[src/rtl/oclib_pkg.sv]
// Shared CSR tree request/response structs for the oclib interconnect.
package oclib_pkg;

   localparam int CsrAddrW = 32;
   localparam int CsrDataW = 32;

   typedef struct packed {
      logic [CsrAddrW-1:0] address;
      logic [CsrDataW-1:0] wdata;
      logic                read;
      logic                write;
   } csr_32_tree_s;

   typedef struct packed {
      logic [CsrDataW-1:0] rdata;
      logic                ready;
      logic                error;
   } csr_32_tree_fb_s;

endpackage

[src/rtl/oclib_arb_rr.sv]
// Combinational round-robin arbiter: search starts one past the last winner.
module oclib_arb_rr #(
   parameter int Requesters = 2,
   parameter int IdxW       = (Requesters > 1) ? $clog2(Requesters) : 1
) (
   input  logic [Requesters-1:0] req,
   input  logic [IdxW-1:0]       last,
   output logic [IdxW-1:0]       winner,
   output logic                  valid
);

   if (Requesters == 1) begin : g_single
      assign winner = '0;
      assign valid  = req[0];
   end else begin : g_rr
      logic [IdxW-1:0] idx;

      always_comb begin
         winner = '0;
         valid  = 1'b0;
         idx    = '0;
         for (int k = 1; k <= Requesters; k++) begin
            idx = IdxW'((int'(last) + k) % Requesters);
            if (!valid && req[idx]) begin
               valid  = 1'b1;
               winner = idx;
            end
         end
      end
   end

endmodule

[src/rtl/oclib_csr_tree_arbiter.sv]
// Shares one CSR tree port among several masters, one transaction at a time,
// with round-robin grant and a timeout guard against dead targets.
module oclib_csr_tree_arbiter
   import oclib_pkg::*;
#(
   parameter type CsrType        = csr_32_tree_s,
   parameter type CsrFbType      = csr_32_tree_fb_s,
   parameter int  Inputs         = 2,
   parameter int  TimeoutCycles  = 1024,
   parameter int  ErrorCountBits = 8
) (
   input  logic                                          clock,
   input  logic                                          reset,
   input  CsrType                                        in [0:Inputs-1],
   output CsrFbType                                      inFb [0:Inputs-1],
   output CsrType                                        out,
   input  CsrFbType                                      outFb,
   output logic [((Inputs > 1) ? $clog2(Inputs) : 1)-1:0] grant,
   output logic                                          busy,
   output logic [ErrorCountBits-1:0]                     timeoutCount
);

   localparam int GrantW    = (Inputs > 1) ? $clog2(Inputs) : 1;
   localparam int TimerW    = (TimeoutCycles > 0) ? $clog2(TimeoutCycles + 1) : 1;
   localparam bit TimeoutEn = (TimeoutCycles != 0);

   typedef enum logic [1:0] {
      StIdle,
      StIssue,
      StRelease
   } state_e;

   state_e                    state_q, state_d;
   CsrType                    out_q, out_d, win_req;
   CsrFbType                  fb_q, fb_d;
   logic [GrantW-1:0]         grant_q, grant_d;
   logic [GrantW-1:0]         last_q, last_d;
   logic [GrantW-1:0]         arb_winner;
   logic [TimerW-1:0]         timer_q, timer_d;
   logic [ErrorCountBits-1:0] tcount_q, tcount_d;
   logic [Inputs-1:0]         req_vec;
   logic                      arb_valid;
   logic                      owner_req;

   for (genvar i = 0; i < Inputs; i++) begin : g_req
      assign req_vec[i] = in[i].read | in[i].write;
   end

   oclib_arb_rr #(
      .Requesters (Inputs),
      .IdxW       (GrantW)
   ) u_arb (
      .req    (req_vec),
      .last   (last_q),
      .winner (arb_winner),
      .valid  (arb_valid)
   );

   always_comb begin
      win_req = '0;
      for (int i = 0; i < Inputs; i++) begin
         if (GrantW'(i) == arb_winner) win_req = in[i];
      end
   end

   always_comb begin
      owner_req = 1'b0;
      for (int i = 0; i < Inputs; i++) begin
         if (GrantW'(i) == grant_q) owner_req = req_vec[i];
      end
   end

   always_comb begin
      state_d  = state_q;
      out_d    = out_q;
      fb_d     = '0;
      grant_d  = grant_q;
      last_d   = last_q;
      timer_d  = timer_q;
      tcount_d = tcount_q;
      unique case (state_q)
         StIdle: begin
            if (arb_valid) begin
               out_d   = win_req;
               grant_d = arb_winner;
               timer_d = '0;
               state_d = StIssue;
            end
         end
         StIssue: begin
            if (TimeoutEn) timer_d = timer_q + TimerW'(1);
            if (outFb.ready) begin
               fb_d.ready  = 1'b1;
               fb_d.error  = outFb.error;
               fb_d.rdata  = out_q.write ? '0 : outFb.rdata;
               out_d.read  = 1'b0;
               out_d.write = 1'b0;
               state_d     = StRelease;
            end else if (TimeoutEn && timer_q == TimerW'(TimeoutCycles)) begin
               // timer holds completed wait cycles, so the error lands T+1 after out
               fb_d.ready  = 1'b1;
               fb_d.error  = 1'b1;
               out_d.read  = 1'b0;
               out_d.write = 1'b0;
               if (tcount_q != '1) tcount_d = tcount_q + ErrorCountBits'(1);
               state_d     = StRelease;
            end
         end
         StRelease: begin
            if (!owner_req) begin
               last_d  = grant_q;
               state_d = StIdle;
            end
         end
         default: state_d = StIdle;
      endcase
   end

   always_ff @(posedge clock or negedge reset) begin
      if (!reset) begin
         state_q  <= StIdle;
         out_q    <= '0;
         fb_q     <= '0;
         grant_q  <= '0;
         last_q   <= GrantW'(Inputs - 1);
         timer_q  <= '0;
         tcount_q <= '0;
      end else begin
         state_q  <= state_d;
         out_q    <= out_d;
         fb_q     <= fb_d;
         grant_q  <= grant_d;
         last_q   <= last_d;
         timer_q  <= timer_d;
         tcount_q <= tcount_d;
      end
   end

   always_comb begin
      for (int i = 0; i < Inputs; i++) begin
         inFb[i] = (GrantW'(i) == grant_q) ? fb_q : '0;
      end
   end

   assign out          = out_q;
   assign grant        = grant_q;
   assign busy         = (state_q != StIdle);
   assign timeoutCount = tcount_q;

endmodule
[config.mk]
export PLATFORM = sky130hd
export DESIGN_NAME = oclib_csr_tree_arbiter
export DESIGN_NICKNAME = d
export VERILOG_FILES = /design/src/rtl/oclib_pkg.sv /design/src/rtl/oclib_arb_rr.sv /design/src/rtl/oclib_csr_tree_arbiter.sv
export SDC_FILE = /design/constraint.sdc
export NUM_CORES = 1
export LEC_CHECK = 0
export BUFFER_PORTS_ARGS = -buffer_cell sky130_fd_sc_hd__buf_2
export CAP_MARGIN = 20
export CORE_MARGIN = 2
export CORE_UTILIZATION = 35
export CTS_CLUSTER_DIAMETER = 60
export DETAILED_ROUTE_END_ITERATION = 8
export GPL_ROUTABILITY_DRIVEN = 0
export HOLD_SLACK_MARGIN = 0.05
export PLACE_DENSITY = 0.65
export SETUP_SLACK_MARGIN = 0.3
export SYNTH_ARGS = -nofsm -noshare
export SYNTH_HDL_FRONTEND = slang
export SYNTH_SLANG_ARGS = --single-unit
[constraint.sdc]
create_clock -name clock -period 2.27 [get_ports clock]
set_input_delay 0.3405 -clock clock [delete_from_list [all_inputs] [get_ports clock]]
set_output_delay 0.3405 -clock clock [all_outputs]
set_load 0.03 [all_outputs]
# After elaboration in Yosys (flattened, before gate mapping)
# Index checks and enable logic that the tools add are counted.
# totals
n_memories	0
ram_bits	0
reg_bits	123
latchBits	0
rom_bits	0
# op_classes
n_shift	0
n_div	0
multipliers	0
bitwise	4
n_lt_le_gt_ge	2
eq_ne	7
muxes	28
reduce_logical	11
add_sub_neg	4
# ops
operator	n
34-bit 2-to-1 mux	3
66-bit 2-to-1 mux	1
32-bit 2-to-1 mux	2
11-bit case mux with 2 select lines	1
2-bit 2-to-1 mux	9
11-bit by 1-bit adder with 11-bit output (second input constant)	1
11-bit equality test (second input constant)	1
11-bit 2-to-1 mux	1
1-bit 2-to-1 mux	9
8-bit by 1-bit adder with 8-bit output (second input constant)	1
8-bit != test (second input constant)	1
2-bit case mux with 3 select lines	1
2-bit AND reduction	3
3-bit AND reduction	2
1-bit by 2-bit less-than comparator with 1-bit output (second input constant)	2
2-bit != test (second input constant)	2
2-bit case mux with 2 select lines	1
4-bit AND reduction	1
2-bit nonzero test	2
3-bit != test (second input constant)	1
1-bit adder (second input constant)	2
2-bit by 1-bit equality test with 1-bit output (second input constant)	1
2-bit equality test (second input constant)	1
2-bit zero test	1
4 further kinds	6

# Logic depth before layout (Yosys ltp)
# Gate-level depths: netlist of the first run.
# depth
word_depth	10
depth_mapped	6
ltp_nobuf	6

# Hierarchy
# From an unflattened synthesis of the first run, not the netlist that was laid out.
# unflattened
hier_cells	556
area_unflattened_um2	5751.8
# by_module_without_submodules
module	area_per_inst_um2	n_inst	seq_area_each_um2	cells_each
oclib_csr_tree_arbiter	5738.0	1	3079.2	554
oclib_arb_rr	13.8	1	0.0	2

# Least setup slack after synthesis of the first run
# No wires, ideal clock.
# synth_path
kind	register to register
start	register state_q[0]
end	register timer_q[3]
arrival_time_ns	1.602
path_slack_ns	0.550
synth_period_minus_slack_ns	1.720
stages_incl_launch_ff	6
cell_sequence	dfrtp_1 or2_1 a21o_1 buf_2 mux2_2 a21o_2
# synth_via
elab_chain_cells	3
word_cells_on_any_way	6
classes_between	2 x eq/ne; 1 x mux; 3 x reduce/logical
# synth_rtl
element	line_no	source
from (decl)	oclib_csr_tree_arbiter.sv:33	state_e state_q, state_d;
from (signal assigned)	oclib_csr_tree_arbiter.sv:121	state_q <= StIdle;
from (signal assigned)	oclib_csr_tree_arbiter.sv:129	state_q <= state_d;
2-bit by 1-bit equality test with 1-bit output or 2-bit zero test (tied branches)	oclib_csr_tree_arbiter.sv:81	unique case (state_q)
2-bit nonzero test (no source line) or 2-bit != test (tied branches)	-	
2-bit AND reduction (no source line)	-	
to (signal assigned)	oclib_csr_tree_arbiter.sv:134	timer_q <= timer_d;
to (decl)	oclib_csr_tree_arbiter.sv:39	logic [TimerW-1:0] timer_q, timer_d;
# Several ways; a longest one is shown, not always the timed one.
# A chain may end at the register's enable or synchronous reset.

==> metrics, run 1 <==
outcome=complete, no violations; Core Box Area=16400 sq um; Post-synth EDFFs=0; global-route wire length before repair=24900 um; FP Rows=47; hold path cells=2; Synth Register Bits=about 120; initial antenna violation count=0; clock share of power=0.256; DRT Wirelength=approximately 16000 um; H-tree depth=4; Int Pwr=~6400 uW; Leak=0.00441 uW; area leader, netlist=dfrtp_1; Gate power share=0.435; Ys Warns=0; Via density=4.51; IO Port Bufs=between 300 and 400; Vias=4968; DR pass1 iterations=4; WHS=~130 ps; TritonCTS clock tree=done; Worst R2R Setup Slack=540 ps; post-synth top area share=0.525; layout cell share with drive strength beyond 1=0.422; Gate Count Post-Synth=559; M3 GR Usage=0.0548; total track usage=0.182; fin. max-slew vios=0; CTS sink count=123; Reg2Reg Depth=4; dominant cell by count in the synthesized netlist=dfrtp_1; starting density of the core=0.354; fin util=0.507; Root Driver=clkbuf_16; synthesized area=between 5000 and 6000 sq um; Final min period=1890 ps; WHS Endpoint=fb_q[21]; RSZ-0062 raised after global routing=false; CTS clk-pin slew, worst paths=about 60 ps; WP data arrival=1550 ps; chip height=133 um; critical path type=register to output pin; CTS max path bufs=2; worst flop-to-flop path endpoint=timeoutCount[6]; GRT overflow=0; Area contributors post-synth=dfrtp_1 (52%), mux2i_1 (12%), and2_1 (7.1%); total CTS buffers=17; total net switching power=4660 uW; number of I/O pins=roughly 310; ys flop type=dfrtp_1; asr flop ratio synth=1.00; dpl ws=433 ps; Routed WL per cell=14.4 um; Worst EP required=1930 ps; Worst-Margin Slew=503 ps; syn nets=between 700 and 800; Synth Area per Inst=10.4 sq um; vias in the first global route=4817; DRC Markers=0; antenna-violating nets left=0; met1 GRT Util=0.207; FF-to-FF Start=timer_q[3]; Final TNS setup=0 ps; f_max=between 0.5 and 0.6 GHz; mux cell area share after synthesis=0.125; top cells by count, synth=dfrtp_1 (122), nand2_1 (84), mux2i_1 (68), and2_1 (66), o21ai_0 (49); # nets final=between 1000 and 1500; Die ar.=17700 sq um; Switching Share=0.420; crit-path max FO=16; drt initial violations=113; Crit. End Element=output pin; # setup viols final=0; clk_lat worst skew=410 ps; Slew headroom=0.664; Die W=133 um; total power=about 11000 uW; dpl hpwl=12100 um; synth-to-layout area growth=43.1%; Final WS setup=383 ps; Worst setup SP type=register; Compound-Gate Fraction of Synth Area=0.0813; sequential fraction of the synthesis area=0.529; synth unique cells=42; period utilisation layout=0.831; Worst Min Path Start=outFb[21]; worst min path class=input pin to register; Post-Synth Simple-Gate Area=0.216; worst clock skew=3.63 ps; met2 usage=0.320; largest family of logic cells by synthesized area=simple AND/OR/NAND/NOR gates; ant diodes=0; xor/xnor cell area share of the yosys netlist=0.00904; grt peak-use layer=met2; Reg power frac=0.310; largest net degree at the start of global routing=52; Synth Area in Adders=0.00645; Hold Violations, Final=0; Pwr Density=roughly 1300 nW/um^2; MaxCap Viol Count=0; worst vdd ir=between 0.0006 and 0.0007 V
-- logic make-up (layout without fill, tap and decap cells) --
family | count (synthesis) | after routing
simple gates | 228 | 228
flops | 123 | 123
compound gates | 88 | 88
mux | 72 | 72
buf+inv | 39 | 362
xor+xnor | 6 | 6
fa+ha+maj | 3 | 3
-- worst max-delay path, cell delays in order (launching register included) --
cell and delay [ps]:
dfrtp_4 550, buf_6 180, nor2b_1 180, buf_2 230
-- cells in the final DEF, fill, tap and decap left out, types with 6 or more instances in the layout --
cell,count
and2_1,66
clkbuf_16,17
nor2b_1,37
o21ai_1,22
xor2_1,6
buf_2,310
nand2_1,84
nand3_1,7
o21ai_0,49
nor3_1,6
buf_12,7
mux2i_1,68
dfrtp_1,121
nor2_1,6
buf_4,6
-- routing by layer --
metal	vias up	wire length [um]
li1	2505	-
met1	2213	6350
met2	226	7960
met3	24	1210
met4	0	336
met5	-	0
-- timing repair --
item / 4_1_cts / 5_1_grt
endpoints found under the hold margin: 49 / 0
hold buffers: 1 / 0
buffers inserted: 0 / 1
endpoints found under the setup margin: 8 / 31
resized for setup: 1 / 0
-- cell type report --
| cell class | count | area, sq um |
|---|---|---|
| inverters | 4 | 15.0 |
| fillers | 1512 | 8080 |
| multi-input cells | 397 | 2560 |
| well taps | 220 | 275 |
| clock inverters | 11 | 169 |
| clock buffers | 21 | 450 |
| repair buffers | 326 | 1770 |
| flip-flops and latches | 123 | 3080 |
-- worst max path at each step --
stage	startpoint	endpoint	slack, ps
floorplan	state_q[0]	timer_q[3]	550
detailed placement	in[66]	out[34]	430
global placement	in[66]	out[34]	450
CTS	grant	inFb[6]	340
global route	grant	inFb[63]	310
finish	grant	inFb[63]	380
-- power groups by stage --
| stage | logic, uW | clock network, uW | registers (uW) |
|---|---|---|---|
| 2_1_floorplan | 2190 | 0 | 4550 |
| 3_3_place_gp | 4810 | 0 | 3470 |
| 3_5_place_dp | 4860 | 0 | 3500 |
| 4_1_cts | 4860 | 2910 | 3470 |
| 5_1_grt | 5230 | 3000 | 3560 |
| 6_report | 4830 | 2840 | 3440 |
-- sequential cells by signal, summed over array words and instances (netlist names) --
signal,cells
out,66
last_q,1
fb_q,34
timer_q,11
timeoutCount,8
state_q,2
grant,1
-- through the flow --
| stage | std cells | cell area (sq um) |
|---|---|---|
| 6_report | 1102 | 8320 |
| 5_1_grt | 1102 | 8320 |
| 4_1_cts | 1101 | 8310 |
| 3_5_place_dp | 1068 | 7680 |
| 3_3_place_gp | 1068 | 7680 |
| 2_1_floorplan | 559 | 5820 |
(Power assumes the default switching activity.)
==> run 2, diff against run 1 <==
Clock period 2.27 ns to 1.75 ns, I/O delays scaled along.
==> metrics, run 2 (synthesized netlist as in run 1, its figures left out) <==
Root Driver=clkbuf_16; drt initial violations=241; Largest register FFs=66; worst vdd ir=0.00108 V; Final min period=roughly 1800 ps; antenna-violating nets left=0; CTS sink count=123; Routed WL per cell=19.4 um; Via density=4.90; DRT Wirelength=23500 um; layout cell share with drive strength beyond 1=0.684; Hold Violations, Final=0; Worst setup SP type=register; MaxCap Viol Count=0; total CTS buffers=17; clk_lat worst skew=around 400 ps; Leak=0.00575 uW; Vias=5940; Layout fillers=1057; period utilisation layout=1.03; worst min path class=input pin to register; H-tree depth=4; chip height=~130 um; RSZ-0062 raised after global routing=true; failing checks=setup timing; Worst-Margin Slew=475 ps; crit-path max FO=9; Die W=133 um; ant diodes=0; fin. max-slew vios=0; total track usage=0.252; post-route cell area=11700 sq um; number of I/O pins=312; outcome=finished with violations; Core Box Area=16400 sq um; dpl hpwl=approximately 12000 um; f_max=0.556 GHz; GRT overflow=0; Final WS setup=-49.9 ps; CTS max path bufs=2; FP Rows=47; fin util=0.714; WHS=72.0 ps; Slew headroom=0.682; initial antenna violation count=0; global-route wire length before repair=33800 um; CTS clk-pin slew, worst paths=60 ps; IO Port Bufs=311; commonest cells after routing, fill and taps aside=buf_2 (239), dfrtp_1 (112), buf_6 (84); worst clock skew=approximately 11 ps; Worst EP required=1490 ps; most common cell after layout, fill and taps aside=buf_2; WP data arrival=1540 ps; dpl cell area=between 8000 and 9000 sq um; starting density of the core=0.354; Crit. End Element=output pin; TritonCTS clock tree=done; # nets final=1150; vias in the first global route=6086; synth-to-layout area growth=102%; Die ar.=17700 sq um; Pwr Density=1820 nW/um^2; largest net degree at the start of global routing=41; # setup viols final=55; critical path type=register to output pin; DRC Markers=0; DR pass1 iterations=4
-- run 2: cell count changes in the layout (fill, tap and decap cells not counted), sizes merged --
cell and change:
clkinvlp -2, clkinv +3, dlygate4sd3 +23, a21o +1, buf +81, bufinv -1
clkbuf +1, inv +4
-- run 2: worst paths after layout --
path / start / endpoint / slack, ps / depth (start not counted)
worst max register to register: timer_q[7] / timeoutCount[6] / 30 / 4
worst max-delay path: grant / inFb[6] / -50 / 4
worst min-delay path: outFb[7] / fb_q[7] / 70 / 2
min in group asynchronous: reset / out[56] / 340 / 2
max in group asynchronous: reset / last_q / 790 / 3
worst min register to register: out[23] / out[23] / 470 / 2
-- run 2: per-layer routing --
| metal | share of wire | track usage | routed length, um |
|---|---|---|---|
| met5 | 0 | 0 | 0 |
| met4 | 0.029 | 0.101 | 672 |
| met3 | 0.066 | 0.0582 | 1550 |
| met2 | 0.52 | 0.447 | 12200 |
| met1 | 0.39 | 0.295 | 9080 |
-- run 2: where the power goes --
group	switching (uW)	internal [uW]
Clock	1400	2270
Sequential	951	3860
Combinational	6670	6210
Total	9020	12300
-- run 2: cell type report --
cell class,instances,area (sq um),area share
inverters,4,15.0,0.00128
multi-input cells,398,3760,0.321
repair buffers,435,3960,0.338
clock buffers,17,425,0.0363
well taps,220,275,0.0235
clock inverters,15,189,0.0161
flip-flops and latches,123,3090,0.264
-- run 2: repair_timing --
item | 4_1_cts | 5_1_grt
hold buffers | 24 | 0
gates cloned | 25 | 5
hold endpoints to repair | 59 | 0
pin swaps | 86 | 27
gates resized for setup | 367 | 112
endpoints found under the setup margin | 148 | 180
buffers inserted | 31 | 12
-- run 2: critical path, cell delays in order, from the launching register on --
cell	delay, ps
dfrtp_4	520
buf_12	170
clkbuf_16	170
and2_4	140
buf_6	130
-- run 2: metrics by stage --
stage / instances / setup TNS, ps / power [uW] / setup WS (ps)
4_1_cts: 1195 / -1390 / 19600 / -60.0
3_5_place_dp: 1083 / 0 / 11300 / 12.0
2_1_floorplan: 559 / 0 / 9110 / 146
5_1_grt: 1212 / -3290 / 22200 / -76.7
6_report: 1212 / -1120 / 21400 / -49.9
3_3_place_gp: 1083 / 0 / 11200 / 46.2
==> run 3, diff against run 2 <==
Settings changed: CORE_MARGIN 2 to unset, SLEW_MARGIN set to 30, SYNTH_HIERARCHICAL set to 1.
==> metrics, run 3 <==
H-tree depth=4; asr flop ratio synth=1.00; Synth Register Bits=123; synth-to-layout area growth=84.4%; MaxCap Viol Count=0; Synth Area in Adders=0.00653; failing checks=setup timing; DR pass1 iterations=4; CTS max path bufs=2; delay-heaviest family, CP=flip-flops; fin. max-slew vios=0; fin util=0.665; Leak=0.00492 uW; Root Driver=clkbuf_16; Compound-Gate Fraction of Synth Area=0.0853; mux cell area share after synthesis=0.120; Post-Synth Simple-Gate Area=0.212; worst flop-to-flop path endpoint=timeoutCount[7]; worst min path class=input pin to register; DRC Markers=0; ys flop type=dfrtp_1; Worst R2R Setup Slack=100 ps; WP data arrival=1490 ps; CTS sink count=123; drt initial violations=225; FF-to-FF Start=timer_q[4]; period utilisation layout=1.00; RSZ-0062 raised after global routing=true; vias in the first global route=5241; WHS Endpoint=fb_q[28]; Ys Warns=6; Area contributors post-synth=dfrtp_1 (53%), mux2i_1 (12%), and2_1 (7.2%); # setup viols final=1; global-route wire length before repair=27600 um; Final WS setup=-5.24 ps; Critical Path Start=grant; Worst setup SP type=register; DRT Wirelength=roughly 21000 um; commonest cells after routing, fill and taps aside=buf_2 (243), dfrtp_1 (115), buf_6 (77); xor/xnor cell area share of the yosys netlist=0.0107; area leader, netlist=dfrtp_1; chip height=approximately 130 um; crit path cell chain=buf_16, and2_2, buf_6; crit-path max FO=29; worst vdd ir=0.000963 V; layout cell share with drive strength beyond 1=0.617; number of I/O pins=312; syn nets=727; Worst EP required=1490 ps; Slew headroom=0.650; Reg2Reg Depth=5; starting density of the core=0.361; CTS clk-pin slew, worst paths=approximately 50 ps; # nets final=1121; synth unique cells=36; FF+latch area=3090 sq um; Final min period=1760 ps; Layout fillers=between 1000 and 1500; post-route cell area=10600 sq um; Largest register FFs=66; Hold Violations, Final=0; Die ar.=17000 sq um; worst clock skew=8.78 ps; hold path cells=2; antenna-violating nets left=0; post-synth top area share=0.531; Worst-Margin Slew=525 ps; Pwr Density=1690 nW/um^2; cell count along the critical path=3; top cells by count, synth=dfrtp_1 (122), nor2_1 (71), mux2i_1 (68), and2_1 (66), a21oi_1 (65); f_max=0.570 GHz; initial antenna violation count=0; Final TNS setup=-5.24 ps; Crit. End Element=output pin; FP Rows=46; Via density=a little under 5; dpl hpwl=12600 um; area occupied by multi-input gates=3460 sq um; Routed WL per cell=17.9 um; Core Box Area=roughly 16000 sq um; synthesized area=5750 sq um; Vias=5752; total CTS buffers=17; largest stage delay on the critical path=570 ps; Worst Min Path Start=outFb[28]; Synth Area per Inst=slightly above 10 sq um; dominant cell by count in the synthesized netlist=dfrtp_1; outcome=finished with violations; GRT overflow=0; total track usage=0.217; critical path type=register to output pin; CP max stage cell=dfrtp_4; IO Port Bufs=311; Post-synth EDFFs=0; Die W=130 um; largest net degree at the start of global routing=88; largest family of logic cells by synthesized area=simple AND/OR/NAND/NOR gates; TritonCTS clock tree=done; sequential fraction of the synthesis area=0.535; worst path buffer plus inverter count=2; ant diodes=0; Gate Count Post-Synth=556; dpl cell area=approximately 8000 sq um; clk_lat worst skew=410 ps; most common cell after layout, fill and taps aside=buf_2
[run 3: repair_timing]
action | CTS | global route
cloned | 3 | 14
resized for setup | 155 | 201
hold buffers | 24 | 0
hold endpoints to repair | 145 | 0
setup buffers | 9 | 19
pin swaps | 11 | 21
setup endpoints to repair | 150 | 146
[run 3: metrics by stage]
stage,cells,power (uW),setup WS [ps],hold slack (ps)
global placement,1078,11200,20.8,352
finish,1173,18000,-5.24,75.2
floorplan,556,9220,224,-33.1
detailed placement,1078,11300,-14.3,353
global route,1173,18800,-43.5,62.3
CTS,1140,15100,-26.9,52.1
[run 3: layer usage]
| layer | track usage | share of wire | up-vias |
|---|---|---|---|
| met4 | 0.101 | 0.028 | 0 |
| met1 | 0.254 | 0.39 | 2840 |
| met3 | 0.0443 | 0.048 | 43 |
| met5 | 0 | 0 | - |
| met2 | 0.379 | 0.53 | 199 |
| li1 | - | - | 2670 |
[run 3: power breakdown]
part | internal [uW] | switching, uW | total, uW
Combinational | 4480 | 5800 | 10300
Clock | 1820 | 1190 | 3010
Sequential | 3840 | 838 | 4680
Total | 10100 | 7820 | 18000
[run 3: cells by family after synthesis]
group	Yosys count
AOI/OAI and AO/OA	92
xor gates and xnor gates	7
adders and majority gates	3
buffers and inverters	41
DFF	123
muxes	69
and+or+nand+nor	221
[run 3: worst max path at each step]
stage / slack, ps / to
detailed placement: -10 / out[37]
global route: -40 / inFb[11]
CTS: -30 / inFb[28]
finish: -5 / inFb[4]
global placement: 20 / grant
floorplan: 220 / inFb[63]
[run 3: area by class of cell]
type | instances | share of cell area
Clock inverter | 4 | 0.00212
Timing Repair Buffer | 410 | 0.309
Multi-Input combinational cell | 392 | 0.326
Inverter | 6 | 0.00236
Clock buffer | 22 | 0.0438
Sequential cell | 123 | 0.291
Tap cell | 216 | 0.0255
